===== src/rtl/uart_bridge_fifo.sv =====
// Memory-mapped UART bridge with TX/RX FIFOs, runtime frame format (5..8 data bits,
// optional parity, 1/2 stop bits), sticky error flags and a level interrupt.
module uart_bridge_fifo #(
  parameter logic [31:0] BASE_ADDR      = 32'h4000_0000,
  parameter int          TX_DEPTH       = 8,
  parameter int          RX_DEPTH       = 8,
  parameter logic [31:0] DEFAULT_CLKDIV = 32'd867
) (
  input  logic        clk,
  input  logic        reset,
  input  logic        uart_valid,
  output logic        uart_ready,
  input  logic [3:0]  uart_wstrb,
  input  logic [31:0] uart_addr,
  input  logic [31:0] uart_wdata,
  output logic [31:0] uart_rdata,
  input  logic        ser_rx,
  output logic        ser_tx,
  output logic        irq
);

  localparam int TXAW = $clog2(TX_DEPTH);
  localparam int RXAW = $clog2(RX_DEPTH);

  typedef enum logic [2:0] {S_IDLE, S_START, S_DATA, S_PARITY, S_STOP} frameState_e;

  // Bus decode
  logic        ready_q;
  logic [31:0] rdata_q;
  logic        accept, isWrite;
  logic [31:0] addrOff;
  logic        selTx, selRx, selCfg, selDiv, selStat;

  assign accept  = uart_valid & ~ready_q;
  assign isWrite = |uart_wstrb;
  assign addrOff = uart_addr - BASE_ADDR;
  assign selTx   = (addrOff == 32'h00);
  assign selRx   = (addrOff == 32'h04);
  assign selCfg  = (addrOff == 32'h08);
  assign selDiv  = (addrOff == 32'h0C);
  assign selStat = (addrOff == 32'h10);

  logic [7:0]  cfg_q, cfg_d;
  logic [31:0] clkdiv_q, clkdiv_d;
  logic        txOvf_q, txOvf_d, rxOvf_q, rxOvf_d;
  logic        ferrSeen_q, ferrSeen_d, perrSeen_q, perrSeen_d;
  logic [31:0] readValue, statusWord;

  // TX FIFO
  logic [7:0]      txMem [TX_DEPTH];
  logic [TXAW-1:0] txWr_q, txRd_q;
  logic [TXAW:0]   txCount_q;
  logic            txFull, txEmpty, txPushReq, txPush, txPop;
  logic [7:0]      txHead;

  assign txFull    = (txCount_q == (TXAW+1)'(TX_DEPTH));
  assign txEmpty   = (txCount_q == '0);
  assign txPushReq = accept & isWrite & selTx;
  assign txPush    = txPushReq & (~txFull | txPop);
  assign txHead    = txMem[txRd_q];

  // RX FIFO
  logic [10:0]     rxMem [RX_DEPTH];
  logic [RXAW-1:0] rxWr_q, rxRd_q;
  logic [RXAW:0]   rxCount_q;
  logic            rxFull, rxEmpty, rxPushReq, rxPush, rxPop;
  logic [10:0]     rxEntry;

  assign rxFull  = (rxCount_q == (RXAW+1)'(RX_DEPTH));
  assign rxEmpty = (rxCount_q == '0);
  assign rxPop   = accept & ~isWrite & selRx & ~rxEmpty;
  assign rxPush  = rxPushReq & (~rxFull | rxPop);

  always_ff @(posedge clk) begin
    if (txPush) txMem[txWr_q] <= uart_wdata[7:0];
    if (rxPush) rxMem[rxWr_q] <= rxEntry;
  end

  always_ff @(posedge clk) begin
    if (reset) begin
      txWr_q <= '0; txRd_q <= '0; txCount_q <= '0;
      rxWr_q <= '0; rxRd_q <= '0; rxCount_q <= '0;
    end else begin
      if (txPush) txWr_q <= txWr_q + TXAW'(1);
      if (txPop)  txRd_q <= txRd_q + TXAW'(1);
      if (txPush && !txPop) txCount_q <= txCount_q + (TXAW+1)'(1);
      else if (!txPush && txPop) txCount_q <= txCount_q - (TXAW+1)'(1);
      if (rxPush) rxWr_q <= rxWr_q + RXAW'(1);
      if (rxPop)  rxRd_q <= rxRd_q + RXAW'(1);
      if (rxPush && !rxPop) rxCount_q <= rxCount_q + (RXAW+1)'(1);
      else if (!rxPush && rxPop) rxCount_q <= rxCount_q - (RXAW+1)'(1);
    end
  end

  // TX frame state
  frameState_e txState_q, txState_d;
  logic [31:0] txCnt_q, txCnt_d, txDiv_q, txDiv_d;
  logic [7:0]  txShift_q, txShift_d, txMask;
  logic [2:0]  txBitIdx_q, txBitIdx_d, txLast_q, txLast_d;
  logic        txPen_q, txPen_d, txStop2_q, txStop2_d, txStop2nd_q, txStop2nd_d;
  logic        txParity_q, txParity_d, serTx_q, serTx_d, txLoad;

  assign txMask = 8'hFF >> (2'd3 - cfg_q[1:0]);

  always_comb begin
    txState_d = txState_q; txCnt_d = txCnt_q; txDiv_d = txDiv_q;
    txShift_d = txShift_q; txBitIdx_d = txBitIdx_q; txLast_d = txLast_q;
    txPen_d = txPen_q; txStop2_d = txStop2_q; txStop2nd_d = txStop2nd_q;
    txParity_d = txParity_q; serTx_d = serTx_q;
    txLoad = 1'b0;
    txPop  = 1'b0;
    case (txState_q)
      S_IDLE: if (!txEmpty) txLoad = 1'b1;
      S_START:
        if (txCnt_q == txDiv_q) begin
          txCnt_d = '0; txState_d = S_DATA; txBitIdx_d = '0; serTx_d = txShift_q[0];
        end else txCnt_d = txCnt_q + 32'd1;
      S_DATA:
        if (txCnt_q == txDiv_q) begin
          txCnt_d = '0;
          if (txBitIdx_q == txLast_q) begin
            if (txPen_q) begin
              txState_d = S_PARITY; serTx_d = txParity_q;
            end else begin
              txState_d = S_STOP; serTx_d = 1'b1; txStop2nd_d = 1'b0;
            end
          end else begin
            txBitIdx_d = txBitIdx_q + 3'd1;
            serTx_d    = txShift_q[txBitIdx_q + 3'd1];
          end
        end else txCnt_d = txCnt_q + 32'd1;
      S_PARITY:
        if (txCnt_q == txDiv_q) begin
          txCnt_d = '0; txState_d = S_STOP; serTx_d = 1'b1; txStop2nd_d = 1'b0;
        end else txCnt_d = txCnt_q + 32'd1;
      S_STOP:
        if (txCnt_q == txDiv_q) begin
          txCnt_d = '0;
          if (txStop2_q && !txStop2nd_q) txStop2nd_d = 1'b1;
          else if (!txEmpty) txLoad = 1'b1;
          else begin
            txState_d = S_IDLE; serTx_d = 1'b1;
          end
        end else txCnt_d = txCnt_q + 32'd1;
      default: begin
        txState_d = S_IDLE; serTx_d = 1'b1;
      end
    endcase
    // Frame start: format and divider are frozen here for the whole frame
    if (txLoad) begin
      txPop      = 1'b1;
      txShift_d  = txHead;
      txLast_d   = {1'b0, cfg_q[1:0]} + 3'd4;
      txPen_d    = cfg_q[2];
      txStop2_d  = cfg_q[4];
      txParity_d = (^(txHead & txMask)) ^ cfg_q[3];
      txDiv_d    = clkdiv_q;
      txCnt_d    = '0;
      txState_d  = S_START;
      serTx_d    = 1'b0;
    end
  end

  always_ff @(posedge clk) begin
    if (reset) begin
      txState_q <= S_IDLE; txCnt_q <= '0; txDiv_q <= '0; txShift_q <= '0;
      txBitIdx_q <= '0; txLast_q <= '0; txPen_q <= 1'b0; txStop2_q <= 1'b0;
      txStop2nd_q <= 1'b0; txParity_q <= 1'b0; serTx_q <= 1'b1;
    end else begin
      txState_q <= txState_d; txCnt_q <= txCnt_d; txDiv_q <= txDiv_d; txShift_q <= txShift_d;
      txBitIdx_q <= txBitIdx_d; txLast_q <= txLast_d; txPen_q <= txPen_d; txStop2_q <= txStop2_d;
      txStop2nd_q <= txStop2nd_d; txParity_q <= txParity_d; serTx_q <= serTx_d;
    end
  end

  // RX frame state
  frameState_e rxState_q, rxState_d;
  logic [31:0] rxCnt_q, rxCnt_d, rxDiv_q, rxDiv_d, rxHalf;
  logic [7:0]  rxData_q, rxData_d;
  logic [2:0]  rxBitIdx_q, rxBitIdx_d, rxLast_q, rxLast_d;
  logic        rxPen_q, rxPen_d, rxPodd_q, rxPodd_d, rxPerr_q, rxPerr_d;
  logic        rxSync1_q, rxSync2_q, rxPrev_q, rxFall, rxFerr;

  assign rxFall = rxPrev_q & ~rxSync2_q;
  assign rxHalf = (rxDiv_q + 32'd1) >> 1;

  always_comb begin
    rxState_d = rxState_q; rxCnt_d = rxCnt_q; rxDiv_d = rxDiv_q; rxData_d = rxData_q;
    rxBitIdx_d = rxBitIdx_q; rxLast_d = rxLast_q; rxPen_d = rxPen_q;
    rxPodd_d = rxPodd_q; rxPerr_d = rxPerr_q;
    rxPushReq = 1'b0;
    rxFerr    = 1'b0;
    rxEntry   = '0;
    case (rxState_q)
      S_IDLE:
        if (rxFall) begin
          rxState_d = S_START; rxCnt_d = '0; rxDiv_d = clkdiv_q; rxData_d = '0;
          rxBitIdx_d = '0; rxLast_d = {1'b0, cfg_q[1:0]} + 3'd4;
          rxPen_d = cfg_q[2]; rxPodd_d = cfg_q[3]; rxPerr_d = 1'b0;
        end
      S_START:
        if (rxCnt_q == rxHalf) begin
          rxCnt_d   = '0;
          rxState_d = rxSync2_q ? S_IDLE : S_DATA;
        end else rxCnt_d = rxCnt_q + 32'd1;
      S_DATA:
        if (rxCnt_q == rxDiv_q) begin
          rxCnt_d = '0;
          rxData_d[rxBitIdx_q] = rxSync2_q;
          if (rxBitIdx_q == rxLast_q) rxState_d = rxPen_q ? S_PARITY : S_STOP;
          else rxBitIdx_d = rxBitIdx_q + 3'd1;
        end else rxCnt_d = rxCnt_q + 32'd1;
      S_PARITY:
        if (rxCnt_q == rxDiv_q) begin
          rxCnt_d   = '0;
          rxPerr_d  = rxSync2_q ^ (^rxData_q) ^ rxPodd_q;
          rxState_d = S_STOP;
        end else rxCnt_d = rxCnt_q + 32'd1;
      S_STOP:
        if (rxCnt_q == rxDiv_q) begin
          rxCnt_d   = '0;
          rxFerr    = ~rxSync2_q;
          rxPushReq = 1'b1;
          rxEntry   = {(rxData_q == 8'h00) & rxFerr, rxPerr_q, rxFerr, rxData_q};
          rxState_d = S_IDLE;
        end else rxCnt_d = rxCnt_q + 32'd1;
      default: rxState_d = S_IDLE;
    endcase
  end

  always_ff @(posedge clk) begin
    if (reset) begin
      rxState_q <= S_IDLE; rxCnt_q <= '0; rxDiv_q <= '0; rxData_q <= '0;
      rxBitIdx_q <= '0; rxLast_q <= '0; rxPen_q <= 1'b0; rxPodd_q <= 1'b0; rxPerr_q <= 1'b0;
      rxSync1_q <= 1'b1; rxSync2_q <= 1'b1; rxPrev_q <= 1'b1;
    end else begin
      rxState_q <= rxState_d; rxCnt_q <= rxCnt_d; rxDiv_q <= rxDiv_d; rxData_q <= rxData_d;
      rxBitIdx_q <= rxBitIdx_d; rxLast_q <= rxLast_d; rxPen_q <= rxPen_d; rxPodd_q <= rxPodd_d;
      rxPerr_q <= rxPerr_d;
      rxSync1_q <= cfg_q[7] ? serTx_q : ser_rx;
      rxSync2_q <= rxSync1_q;
      rxPrev_q  <= rxSync2_q;
    end
  end

  assign statusWord = {10'b0, perrSeen_q, ferrSeen_q, rxOvf_q, txOvf_q,
                       (rxState_q != S_IDLE), (txState_q != S_IDLE),
                       8'(rxCount_q), 8'(txCount_q)};

  // Register file; set events are applied after W1C so a coincident set wins
  always_comb begin
    cfg_d = cfg_q; clkdiv_d = clkdiv_q;
    txOvf_d = txOvf_q; rxOvf_d = rxOvf_q; ferrSeen_d = ferrSeen_q; perrSeen_d = perrSeen_q;
    readValue = '0;
    if (accept && isWrite) begin
      if (selCfg) cfg_d = uart_wdata[7:0];
      if (selDiv) clkdiv_d = (uart_wdata < 32'd3) ? 32'd3 : uart_wdata;
      if (selStat) begin
        if (uart_wdata[18]) txOvf_d    = 1'b0;
        if (uart_wdata[19]) rxOvf_d    = 1'b0;
        if (uart_wdata[20]) ferrSeen_d = 1'b0;
        if (uart_wdata[21]) perrSeen_d = 1'b0;
      end
    end
    if (txPushReq && !txPush) txOvf_d    = 1'b1;
    if (rxPushReq && !rxPush) rxOvf_d    = 1'b1;
    if (rxPushReq && rxFerr)  ferrSeen_d = 1'b1;
    if (rxPushReq && rxPerr_q) perrSeen_d = 1'b1;
    if (!isWrite) begin
      if (selRx)        readValue = rxEmpty ? 32'h8000_0000 : {21'b0, rxMem[rxRd_q]};
      else if (selCfg)  readValue = {24'b0, cfg_q};
      else if (selDiv)  readValue = clkdiv_q;
      else if (selStat) readValue = statusWord;
    end
  end

  always_ff @(posedge clk) begin
    if (reset) begin
      ready_q <= 1'b0; rdata_q <= '0;
      cfg_q <= 8'h03; clkdiv_q <= DEFAULT_CLKDIV;
      txOvf_q <= 1'b0; rxOvf_q <= 1'b0; ferrSeen_q <= 1'b0; perrSeen_q <= 1'b0;
    end else begin
      ready_q <= accept;
      rdata_q <= accept ? readValue : 32'h0;
      cfg_q <= cfg_d; clkdiv_q <= clkdiv_d;
      txOvf_q <= txOvf_d; rxOvf_q <= rxOvf_d; ferrSeen_q <= ferrSeen_d; perrSeen_q <= perrSeen_d;
    end
  end

  assign uart_ready = ready_q;
  assign uart_rdata = rdata_q;
  assign ser_tx     = serTx_q;
  assign irq        = (~rxEmpty & cfg_q[5]) | (txEmpty & cfg_q[6]);

endmodule


===== config.mk =====
export PLATFORM = sky130hd
export DESIGN_NAME = uart_bridge_fifo
export DESIGN_NICKNAME = d
export VERILOG_FILES = /design/src/rtl/uart_bridge_fifo.sv
export SDC_FILE = /design/constraint.sdc
export NUM_CORES = 1
export LEC_CHECK = 0
export BUFFER_PORTS_ARGS = -buffer_cell sky130_fd_sc_hd__buf_2
export CAP_MARGIN = 10
export CORE_ASPECT_RATIO = 1.2
export CORE_UTILIZATION = 55
export CTS_CLUSTER_DIAMETER = 50
export DETAILED_ROUTE_END_ITERATION = 16
export PLACE_DENSITY = 0.77
export SYNTH_ARGS = -nofsm -noshare
export SYNTH_HDL_FRONTEND = slang
export SYNTH_SLANG_ARGS = --single-unit

===== constraint.sdc =====
create_clock -name clk -period 3.54 [get_ports clk]
set_input_delay 0 -clock clk [delete_from_list [all_inputs] [get_ports clk]]
set_output_delay 0 -clock clk [all_outputs]
set_load 0.01 [all_outputs]

==> results of run 1 <==
[metrics by stage]
step | setup slack, ns | std cells | utilization (%) | hold WS (ns) | TNS [ns]
global placement | 0.0767 | 2432 | 59.8 | 0.243 | 0
CTS | 0.0118 | 2555 | 65.3 | 0.0733 | 0
finish | 0.0833 | 2558 | 65.6 | 0.103 | 0
detailed placement | -0.0568 | 2432 | 59.8 | 0.260 | -0.0568
floorplan | 0.0949 | 1902 | - | 0.0839 | 0
global route | -0.0744 | 2558 | 65.6 | 0.124 | -0.0744
[registers in the layout, summed over array words and instances (netlist names), 32 cells and up, named ones only]
name and count:
uart_rdata 32, txCnt_q 32, txMem 64, rxDiv_q 32, rxMem 88, txDiv_q 32
rxCnt_q 32, clkdiv_q 32
[cell type report]
type                    count  area, sq um
well taps                 462          578
inverters                  26         97.6
repair buffers            247         1710
clock inverters            25          243
clock buffers              60         1270
fillers                  2604        12000
multi-input cells        1310         8960
flip-flops and latches    428        10100
[cells in the final DEF, fill, tap and decap left out, types with 76 or more instances in the layout]
cell type,count
buf_2,105
dfxtp_1,261
xor2_1,83
a21oi_1,80
mux2i_1,76
xnor2_1,93
nand2_1,205
nor2_1,246
edfxtp_1,152
buf_4,102
[kinds of logic after synthesis]
family / after synthesis / synth area share [%]
compound gates: 244 / 8.81
xor+xnor: 182 / 8.15
fa+ha+maj: 21 / 1.42
buf+inv: 164 / 3.29
flops: 428 / 51.6
mux: 122 / 8.84
simple gates: 741 / 17.9
[worst paths after layout]
check	from	end	slack (ns)	depth (start not counted)
hold / removal	uart_addr[1]	uart_rdata[31]$_SDFF_PP0_	0.10	7
setup reg to reg	txDiv_q[9]$_SDFFE_PP0P_	txCount_q[3]$_SDFFE_PP0P_	0.08	14
setup / recovery	txDiv_q[9]$_SDFFE_PP0P_	txCount_q[3]$_SDFFE_PP0P_	0.08	14
hold reg to reg	rxSync1_q$_SDFF_PP1_	rxSync2_q$_SDFF_PP1_	0.45	1
[tightest hold or removal path, stage by stage]
cell     delay [ns]
buf_2          0.08
nor3_1         0.03
nand4_1        0.12
nor3_2         0.08
buf_4          0.15
nand2_1        0.06
nor3_1         0.08
[routing by layer]
layer  share of wire, %  GRT usage [%]  routed length (um)
met5                  0              0                   0
met4                3.8           11.6                1910
met3                5.7           3.31                2830
met2                 50           48.0               25200
met1                 40           33.9               20100
[where the power goes]
part           total (mW)  switching, mW  leakage, nW  internal, mW
clock                4.79           2.00        0.746          2.79
sequential           5.50          0.235         3.73          5.27
combinational        2.54           1.46         4.14          1.08
total                12.8           3.69         8.62          9.14
[timing repair]
item,in CTS,in global routing
hold endpoints to repair,111,0
gates resized for setup,5,28
setup endpoints to repair,1,3
hold buffers,38,0
setup buffers,0,3
pin swaps,2,17
==> results.ini, run 1 <==
[placement]
io_buffers = 106
globalplace.congestion = 0.943
dpl-instance-area_sq_mm = 0.0209
hpwl_mm = 34.6

[synthesis]
synthTopCellsByArea = dfxtp_1 (28%), edfxtp_1 (23%), nor2_1 (4.7%)
yosysMostFrequentCell = dfxtp_1
synth_area_sq_mm = 0.0196
netlist_instances = 1902
synth_top_area_share_pct = 28.2
ys_seq_area_share_pct = 51.6
synth_nets = 1995
ys_ff_latch = 428
synthDistinctLibCells = 69
avgSynthCellArea_sq_um = 10.3
synth-async-reset-ratio_pct = 0
synth_warnings = 0
synth_edf_count = 152
synth_ff_type = dfxtp_1
synth_commonest_cells = dfxtp_1 (276), nor2_1 (247), nand2_1 (205)
synth.largest_area_cell = dfxtp_1

[sta]
fin_skew_ns = 0.0287
final_max_slew_viol_count = 0
maxSlewHeadroom_pct = 37.9
tightest_slew_ns = 0.931
hold_viol_final = 0
post-route-min-period_ns = 3.46
setup_viol = 0
fmax_mhz = 289
finalCritPeriodShare_pct = 97.6

[routing]
vias_per_cell = 5.90
dr.pass1.iters = 5
drc = 0
vias = 15100
wl_per_cell_um = 19.6
drtIter0Drc = 1097
routed_wl_mm = 50.1
drtAntennaViolNets = 0

[die]
rows = 75
start_util_pct = 55.9
die_w_um = 174
die_area_sq_mm = 0.0363
die_h_um = 209
io_pins = 107
coreArea_sq_mm = 0.0350

[min_path]
hold_path.class = primary input to flip-flop

[setup_path]
startpoint_type = flip-flop
crit_buf_inv = 1
crit_required_ns = 4.03
worstPathCellList = xnor2_2, nand4_1, nor4_4, nand4_1, a2111o_2, a31oi_4, ha_4, inv_2, ha_1, a21o_1, a21oi_2, xnor2_1, or3_1, a21oi_2
cp.arrival_ns = 3.95
max_stage_delay_ns = 0.49
crit_family = simple AND/OR/NAND/NOR gates
end_kind = flip-flop
worstPathMaxFanout = 3
cpMaxStageDelayCell = a2111o_2
crit_type = flip-flop to flip-flop

[clock_network]
cts_tree = built
htree_levels = 2
cts_root_buffer = clkbuf_16
cts-buffers-inserted = 46
clkLatencyLatePin_ns = 0.57
path_clk_slew_ns = 0.06
clk_path_buf_depth = 3
clkSinkCount = 428

[power_and_ir_drop]
powerDensity_mw_per_mm2 = 558
p_leak_nw = 8.62
peakVddDrop_mv = 0.613
power_mw = 12.8

[global_routing]
grt_antenna_before_repair = 0
grt_pass1_wl_mm = 78.5
overflow = 0
grt_pass1_vias = 15000
grt_max_degree = 173
grt_usage_pct = 27.3

[finish]
layout-drive-gt1-share_pct = 19.3
design_area_sq_mm = 0.0230
antenna_cells = 0
nets = 2152
syn_to_final_growth_pct = 17.4

[status]
status = finished clean

[run]
max-cap-violations = 0

No activity file was read; power rests on OpenSTA's default activity.
==> inputs of run 2 (changes only) <==
--- a/config.mk
+++ b/config.mk
@@ -11,7 +11,7 @@
 export CORE_UTILIZATION = 55
 export CTS_CLUSTER_DIAMETER = 50
 export DETAILED_ROUTE_END_ITERATION = 16
-export PLACE_DENSITY = 0.77
+export PLACE_DENSITY = 0.76
 export SYNTH_ARGS = -nofsm -noshare
 export SYNTH_HDL_FRONTEND = slang
 export SYNTH_SLANG_ARGS = --single-unit
==> results.ini, run 2 (synthesized netlist as in run 1, its figures left out) <==
[setup_path]
crit_type = flip-flop to flip-flop
crit_required_ns = 4.03
startpoint_type = flip-flop
cp.arrival_ns = 3.92
rrSetupSlack_ns = 0.11
worstPathMaxFanout = 5
end_kind = flip-flop

[routing]
drtIter0Drc = 1121
dr.pass1.iters = 5
wl_per_cell_um = 19.6
routed_wl_mm = 50.6
vias = 15100
drtAntennaViolNets = 0
drc = 0
vias_per_cell = 5.88

[die]
start_util_pct = 55.9
coreArea_sq_mm = 0.0350
die_w_um = 174
die_h_um = 209
rows = 75
die_area_sq_mm = 0.0363
io_pins = 107

[global_routing]
grt_max_degree = 64
overflow = 0
grt_antenna_before_repair = 1
grt_pass1_vias = 15200
grt_pass1_wl_mm = 80.5
grt_usage_pct = 28.2

[placement]
placed_cells = 2435
dp_slack_ns = -0.00156
io_buffers = 106
dpl-instance-area_sq_mm = 0.0209
globalplace.congestion = 0.893
hpwl_mm = 34.7

[finish]
fillers = 2601
layout-drive-gt1-share_pct = 18.6
max_flop_register = rxMem
syn_to_final_growth_pct = 18.1
largest_reg_flops = 88
final_cell_mix = dfxtp_1 (264), nor2_1 (246), nand2_1 (205)
final_common_cell = dfxtp_1
fin_util_pct = 66.0
final_cells = 2576
nets = 2168
multiInputGateArea_sq_mm = 0.00891
design_area_sq_mm = 0.0231
largestRegisters = rxMem x88, txMem x64
final-seq-area_sq_mm = 0.0101

[min_path]
hold_path.class = primary input to flip-flop

[sta]
tns_ns = 0
post-route-min-period_ns = 3.43
finalCritPeriodShare_pct = 96.9
tightest_slew_ns = 1.09
worst_slack_ns = 0.109
fin_skew_ns = 0.0214
hold_viol_final = 0
fmax_mhz = 291
final_max_slew_viol_count = 0
setup_viol = 0
maxSlewHeadroom_pct = 27.0

[status]
status = finished clean

[power_and_ir_drop]
p_int_mw = 9.19
peakVddDrop_mv = 0.548
power_frac_comb_pct = 19.2
powerDensity_mw_per_mm2 = 558
clkPwrFrac_pct = 38.1
p_switching_mw = 3.69
p_sw_share_pct = 28.7
p_leak_nw = 8.72
p_seq_share_pct = 42.7

[clock_network]
clkSinkCount = 428
cts_tree = built
cts_root_buffer = clkbuf_16
cts_setup_buffers = 0
cts-buffers-inserted = 46
clk_path_buf_depth = 3
clkLatencyLatePin_ns = 0.57
path_clk_slew_ns = 0.07
htree_levels = 2

[run]
max-cap-violations = 0

[run 2: layout make-up]
type | count | share of cell area [%]
clock inverters | 31 | 1.48
multi-input cells | 1310 | 38.5
inverters | 26 | 0.422
repair buffers | 263 | 7.99
flip-flops and latches | 428 | 43.7
diodes | 1 | 0.0108
well taps | 462 | 2.50
clock buffers | 55 | 5.31
[run 2: metrics by stage]
stage | hold WS, ns | power, mW
2_1_floorplan | 0.0839 | 7.38
3_3_place_gp | 0.238 | 7.91
3_5_place_dp | 0.244 | 7.96
4_1_cts | 0.0621 | 12.9
5_1_grt | 0.123 | 13.4
6_report | 0.0887 | 12.9
[run 2: path summary, 6_finish.rpt]
kind / start / to / depth (start not counted)
setup / recovery: txCnt_q[11]$_SDFFE_PP0P_ / txCount_q[3]$_SDFFE_PP0P_ / 14
hold / removal: uart_addr[15] / uart_rdata[31]$_SDFF_PP0_ / 7
setup reg to reg: txCnt_q[11]$_SDFFE_PP0P_ / txCount_q[3]$_SDFFE_PP0P_ / 14
hold reg to reg: rxSync1_q$_SDFF_PP1_ / rxSync2_q$_SDFF_PP1_ / 1
[run 2: metal layers]
layer | part of all wire (%) | global-route usage [%] | vias up
li1 | - | - | 7076
met2 | 50 | 48.6 | 573
met1 | 40 | 34.9 | 7376
met5 | 0 | 0 | -
met3 | 6.4 | 4.62 | 109
met4 | 3.5 | 11.7 | 0
[run 2: timing repair]
item | in CTS | in global routing
gates resized for setup | 1 | 20
setup endpoints to repair | 1 | 2
hold buffers | 54 | 0
pin swaps | 0 | 5
hold endpoints to repair | 143 | 0
[run 2: power by group through the flow]
stage	logic, mW	registers [mW]	clock network, mW
6_report	2.48	5.50	4.91
5_1_grt	2.70	5.52	5.19
4_1_cts	2.43	5.49	4.97
3_5_place_dp	2.36	5.60	0
3_3_place_gp	2.32	5.59	0
2_1_floorplan	1.89	5.49	0
[run 2: critical path: stages (launching register included)]
cell and delay, ns:
dfxtp_4 0.37, xnor2_2 0.16, nand4_1 0.14, nor4_2 0.33, nand4_1 0.19, a2111o_2 0.52, a31oi_4 0.24, ha_4 0.16
inv_1 0.08, ha_1 0.28, a21o_1 0.19, a21oi_2 0.15, xnor2_1 0.08, or3_1 0.30, a21oi_1 0.16
